### src/rtl/ab_index_sched.sv
// Read-port scheduler for the sequence-A memory: fill-phase row indices, then traceback requests.
// Optional read counter enabled by defining AB_SCHED_PERF_EN; otherwise o_rd_count is tied to 0.
module ab_index_sched #(
   parameter int N       = 128,
   parameter int BitAddr = $clog2(N + 1),
   parameter int W       = 2
) (
   input  logic               i_clk,
   input  logic               i_rst,
   input  logic               i_start,
   input  logic               i_abort,
   input  logic               i_row_req,
   input  logic               i_tb_start,
   input  logic               i_tb_req,
   input  logic [BitAddr:0]   i_i_t,
   input  logic               i_tb_end,
   output logic               o_ready,
   output logic [BitAddr:0]   o_i,
   output logic               o_mem_en,
   output logic [BitAddr:0]   o_mem_addr,
   input  logic [W-1:0]       i_mem_rdata,
   output logic [W-1:0]       o_a_char,
   output logic               o_a_valid,
   output logic               o_fill_done,
   output logic               o_done,
   output logic [15:0]        o_rd_count
);

   typedef enum logic [2:0] {
      S_IDLE    = 3'd0,
      S_FILL    = 3'd1,
      S_WAIT_TB = 3'd2,
      S_TRACE   = 3'd3,
      S_DONE    = 3'd4
   } state_t;

   localparam logic [BitAddr:0] L_N   = (BitAddr + 1)'(N);
   localparam logic [BitAddr:0] L_ONE = (BitAddr + 1)'(1);

   state_t              r_state;
   state_t              w_state_next;
   logic [BitAddr:0]    r_i;
   logic                r_pend;
   logic                r_mem_en;
   logic [BitAddr:0]    r_mem_addr;
   logic                r_s1_vld;
   logic                r_s1_zero;
   logic                r_s2_vld;
   logic                r_s2_zero;
   logic                r_a_valid;
   logic [W-1:0]        r_a_char;
   logic                r_fill_done;

   logic                w_can_issue;
   logic                w_ready;
   logic                w_accept_row;
   logic                w_accept_tb;
   logic                w_load_i;
   logic                w_clr_i;
   logic                w_idx_ok;
   logic                w_mem_issue;
   logic                w_fire;

   // The slot frees up on the cycle the result is about to be registered,
   // giving one accepted request every two cycles.
   assign w_can_issue = !r_pend || r_s2_vld;
   assign w_idx_ok    = (i_i_t != '0) && (i_i_t <= L_N);

   always_ff @(posedge i_clk or posedge i_rst) begin
      if (i_rst) r_state <= S_IDLE;
      else       r_state <= w_state_next;
   end

   always_comb begin
      w_state_next = r_state;
      w_ready      = 1'b0;
      w_accept_row = 1'b0;
      w_accept_tb  = 1'b0;
      w_load_i     = 1'b0;
      w_clr_i      = 1'b0;
      case (r_state)
         S_IDLE: begin
            if (i_start) begin
               w_state_next = S_FILL;
               w_load_i     = 1'b1;
            end
         end
         S_FILL: begin
            w_ready = w_can_issue;
            if (i_row_req && w_can_issue) begin
               w_accept_row = 1'b1;
               if (r_i == L_N) w_state_next = S_WAIT_TB;
            end
         end
         S_WAIT_TB: begin
            if (i_tb_start) w_state_next = S_TRACE;
         end
         S_TRACE: begin
            w_ready = w_can_issue;
            if (i_tb_end)                       w_state_next = S_DONE;
            else if (i_tb_req && w_can_issue)   w_accept_tb  = 1'b1;
         end
         S_DONE: begin
            w_state_next = S_IDLE;
            w_clr_i      = 1'b1;
         end
         default: begin
            w_state_next = S_IDLE;
            w_clr_i      = 1'b1;
         end
      endcase
      if (i_abort) begin
         w_state_next = S_IDLE;
         w_ready      = 1'b0;
         w_accept_row = 1'b0;
         w_accept_tb  = 1'b0;
         w_load_i     = 1'b0;
         w_clr_i      = 1'b1;
      end
   end

   assign w_mem_issue = w_accept_row || (w_accept_tb && w_idx_ok);
   assign w_fire      = r_s2_vld && !i_abort;

   always_ff @(posedge i_clk or posedge i_rst) begin
      if (i_rst) begin
         r_i <= '0;
      end else if (w_clr_i) begin
         r_i <= '0;
      end else if (w_load_i) begin
         r_i <= L_ONE;
      end else if (w_accept_row && (r_i != L_N)) begin
         r_i <= r_i + L_ONE;
      end
   end

   // Guard-row and out-of-range traceback indices travel down the pipeline as
   // "zero" requests so the reply keeps the same latency without touching memory.
   always_ff @(posedge i_clk or posedge i_rst) begin
      if (i_rst) begin
         r_mem_en    <= 1'b0;
         r_mem_addr  <= '0;
         r_s1_vld    <= 1'b0;
         r_s1_zero   <= 1'b0;
         r_s2_vld    <= 1'b0;
         r_s2_zero   <= 1'b0;
         r_fill_done <= 1'b0;
      end else begin
         r_mem_en    <= w_mem_issue;
         r_s1_vld    <= w_accept_row || w_accept_tb;
         r_s1_zero   <= w_accept_tb && !w_idx_ok;
         r_s2_vld    <= r_s1_vld && !i_abort;
         r_s2_zero   <= r_s1_zero;
         r_fill_done <= w_accept_row && (r_i == L_N);
         if (w_accept_row)                  r_mem_addr <= r_i;
         else if (w_accept_tb && w_idx_ok)  r_mem_addr <= i_i_t;
      end
   end

   always_ff @(posedge i_clk or posedge i_rst) begin
      if (i_rst) begin
         r_pend    <= 1'b0;
         r_a_valid <= 1'b0;
         r_a_char  <= '0;
      end else begin
         r_a_valid <= w_fire;
         if (w_fire) r_a_char <= r_s2_zero ? '0 : i_mem_rdata;
         if (i_abort)                         r_pend <= 1'b0;
         else if (w_accept_row || w_accept_tb) r_pend <= 1'b1;
         else if (r_s2_vld)                    r_pend <= 1'b0;
      end
   end

`ifdef AB_SCHED_PERF_EN
   logic [15:0] r_rd_count;

   always_ff @(posedge i_clk or posedge i_rst) begin
      if (i_rst) begin
         r_rd_count <= '0;
      end else if (w_load_i) begin
         r_rd_count <= '0;
      end else if (r_mem_en && (r_rd_count != 16'hFFFF)) begin
         r_rd_count <= r_rd_count + 16'd1;
      end
   end

   assign o_rd_count = r_rd_count;
`else
   assign o_rd_count = 16'd0;
`endif

   assign o_ready     = w_ready;
   assign o_i         = r_i;
   assign o_mem_en    = r_mem_en;
   assign o_mem_addr  = r_mem_addr;
   assign o_a_char    = r_a_char;
   assign o_a_valid   = r_a_valid;
   assign o_fill_done = r_fill_done;
   assign o_done      = (r_state == S_DONE);

endmodule
### config.mk
export PLATFORM = sky130hd
export DESIGN_NAME = ab_index_sched
export DESIGN_NICKNAME = d
export VERILOG_FILES = /design/src/rtl/ab_index_sched.sv
export SDC_FILE = /design/constraint.sdc
export NUM_CORES = 1
export LEC_CHECK = 0
export ABC_AREA = 1
export CAP_MARGIN = 20
export CORE_MARGIN = 2
export CORE_UTILIZATION = 55
export DETAILED_ROUTE_END_ITERATION = 8
export DONT_BUFFER_PORTS = 1
export PLACE_DENSITY = 0.7
export SYNTH_ARGS = -nofsm -noshare
export SYNTH_HDL_FRONTEND = slang
export SYNTH_SLANG_ARGS = --single-unit
### constraint.sdc
create_clock -name i_clk -period 2.37 [get_ports i_clk]
set_input_delay 0.237 -clock i_clk [delete_from_list [all_inputs] [get_ports i_clk]]
set_output_delay 0.237 -clock i_clk [all_outputs]
set_load 0.02 [all_outputs]
==> impl_metrics.tcl <==
set metrics [dict create \
    status "finished, final reports clean" \
    postCtsHoldBufs 2 \
    timing.fmax_mhz 568 \
    seq_area_um2 776 \
    dieArea_um2 3910 \
    postSynthCellCount 255 \
    path_clk_slew_ps 90 \
    gp_congestion 0.800 \
    cts_max_level 2 \
    clock_latency_ps 320 \
    area_growth_pct 2.53 \
    grt_pass1_wl_mm 6.31 \
    fillCellCount 330 \
    synth_flop_cell "dfrtp_1" \
    synth_warnings 0 \
    peakVddDrop_mv 0.415 \
    drt_iter0_drc 58 \
    fp.dieH_um 62.5 \
    critPathLaunchType "register" \
    crit_path_max_incr_delay_ps 570 \
    required_ps 2590 \
    hold_path.class "primary input to register" \
    path_cells "inv_1 -> ha_1 -> nand2_1 -> nor2_1 -> nand2_1 -> nand2_2 -> nor2_1 -> nand2_1 -> nand2_1 -> nor2_1" \
    setup_viol 0 \
    drive_above_1_share_pct 7.28 \
    crit_path_max_fanout 8 \
    cellLeakagePower_nw 1.03 \
    drtAntennaViolNets 0 \
    yosysMostFrequentCell "nand2_1" \
    root_buffer "clkbuf_4" \
    fin_skew_ps 7.12 \
    fin_nets 282 \
    grt_pass1_vias 1381 \
    clock_path_buffers 2 \
    seq_area_frac_synth_pct 41.2 \
    fin_crit_sh_pct 74.3 \
    portBuffers 0 \
    fp.dieW_um 62.5 \
    crit_path_end_kind "register" \
    synth-async-reset-ratio_pct 100 \
    start_util_pct 56.8 \
    n_antenna_cell 0 \
    cp_slowest_cell "dfrtp_1" \
    cpMostUsedCell "nand2_1" \
    cts_setup_buffers 0 \
    power.density_nw_per_um2 793 \
    grt_max_degree 32 \
    fin_tns_setup_ps 0 \
    multi_input_comb_area_um2 877 \
    min_period_ps 1760 \
    critical_path.top_delay_family "simple AND/OR/NAND/NOR gates" \
    ys_seq_elements 31 \
    hpwl_mm 2.75 \
    maxCapViolations 0 \
    fp-row-count 21 \
    grt-ovfl-total 0 \
    cts_tree "yes" \
    synth_top_area_share_pct 41.2 \
    yosys.area.top_type "dfrtp_1" \
    synth_edf_count 0 \
    ios 60 \
    netlist_top_cells_area "dfrtp_1 (41%), nand2_1 (14%), nand3_1 (8.8%)" \
    grt_usage_pct 20.1 \
    path_buf_inv 1 \
    synth_commonest_cells "nand2_1 (68), inv_1 (34), nand3_1 (33)" \
    core_area_um2 3310 \
    cts_inserted_buffers 5 \
    arrival_ps 1980 \
    drt_pass1_iterations 4 \
    viasPerCell 5.05 \
    hold_viol_final 0 \
    ctsResizeCount 0 \
    drv_slew 0 \
    syn_area_um2 1880 \
    synth.avg_cell_area_um2 7.38 \
    wire_per_inst_um 11.9 \
    synth.distinct_cells 27 \
    rsz0062_at_grt "no" \
    antenna_found_initial 0 \
    hold_ws_ps 49.0 \
    drc 0 \
    wirelength_mm 3.66 \
    cts_sinks 31 \
    crit_type "register to register" \
    vias 1551 \
]
[kinds of logic after synthesis]
group / share of synthesized area (%)
other cells: 0.199
buf+inv: 15.2
compound gates: 7.71
flops: 41.2
simple gates: 34.4
fa+ha+maj: 1.33
[final timing paths]
path                                           from                   endpoint  slack, ps  cells past startpoint
worst max register to register   o_i[0]$_DFFE_PP0P_         o_i[3]$_DFFE_PP0P_        610                     10
worst max-delay path             o_i[0]$_DFFE_PP0P_         o_i[3]$_DFFE_PP0P_        610                     10
min in group asynchronous                     i_rst  o_mem_addr[4]$_DFFE_PP0P_        420                      3
worst min-delay path                 i_mem_rdata[0]    o_a_char[0]$_DFFE_PP0P_         50                      2
max in group asynchronous                     i_rst     r_state[1]$_DFFE_PP0P_       1680                      3
worst min register to register  r_s1_zero$_DFF_PP0_        r_s2_zero$_DFF_PP0_        370                      0
[layout make-up]
type | instances | area share (%)
inverter | 36 | 7.00
multi-input combinational | 184 | 45.5
timing repair buffer | 3 | 1.43
tap | 46 | 2.98
clock inverter | 1 | 0.259
clock buffer | 6 | 2.66
sequential | 31 | 40.2
[where the power goes]
group / total, mW / switching [mW] / leakage, nW / internal, mW
logic: 0.382 / 0.260 / 0.571 / 0.123
clock network: 0.308 / 0.171 / 0.0341 / 0.137
registers: 0.839 / 0.202 / 0.422 / 0.637
[sequential cells by signal (all words and copies together), names as in the netlist, 2 cells and up]
name,cells
o_mem_addr,9
r_state,3
o_a_char,2
o_i,9
[stage by stage]
| stage | util, % | instance area (um2) | setup WS, ps | total power [mW] | instances |
|---|---|---|---|---|---|
| finish | 58.3 | 1930 | 610 | 1.53 | 307 |
| global route | 58.3 | 1930 | 417 | 1.65 | 307 |
| CTS | 58.3 | 1930 | 610 | 1.55 | 307 |
| detailed placement | 56.0 | 1850 | 629 | 1.23 | 298 |
| global placement | 56.0 | 1850 | 643 | 1.22 | 298 |
| floorplan | - | 1940 | 865 | 1.18 | 270 |
[placed cells by master (no fill, tap or decap)]
cell type / Yosys / routed
a21oi_1: 4 / 4
a31oi_1: 1 / 1
a31oi_4: 1 / 1
and3_1: 1 / 1
buf_4: 17 / 1
clkbuf_4: 0 / 5
clkbuf_8: 0 / 1
clkinv_2: 0 / 1
conb_1: 1 / 16
dfrtp_1: 31 / 31
dlygate4sd3_1: 0 / 2
ha_1: 2 / 2
inv_1: 34 / 34
inv_2: 2 / 2
nand2_1: 68 / 68
nand2_2: 3 / 3
nand3_1: 33 / 33
nand3_2: 1 / 1
nand3_4: 1 / 1
nand3b_1: 1 / 1
nand4_1: 4 / 4
nor2_1: 25 / 25
nor2_2: 1 / 1
nor2_4: 1 / 1
nor2_8: 1 / 1
nor3_1: 2 / 2
o21ai_0: 14 / 14
o21ai_1: 1 / 1
o21bai_1: 2 / 2
o31ai_1: 1 / 1
[metal layers]
metal  track usage [%]  wire (um)  up-vias
met2              32.0       1650       58
met4              5.83         38        0
li1                  -          -      794
met3              6.13        275        4
met1              26.6       1690      695
met5                 0          0        -
No activity file was read; power rests on OpenSTA's default activity.
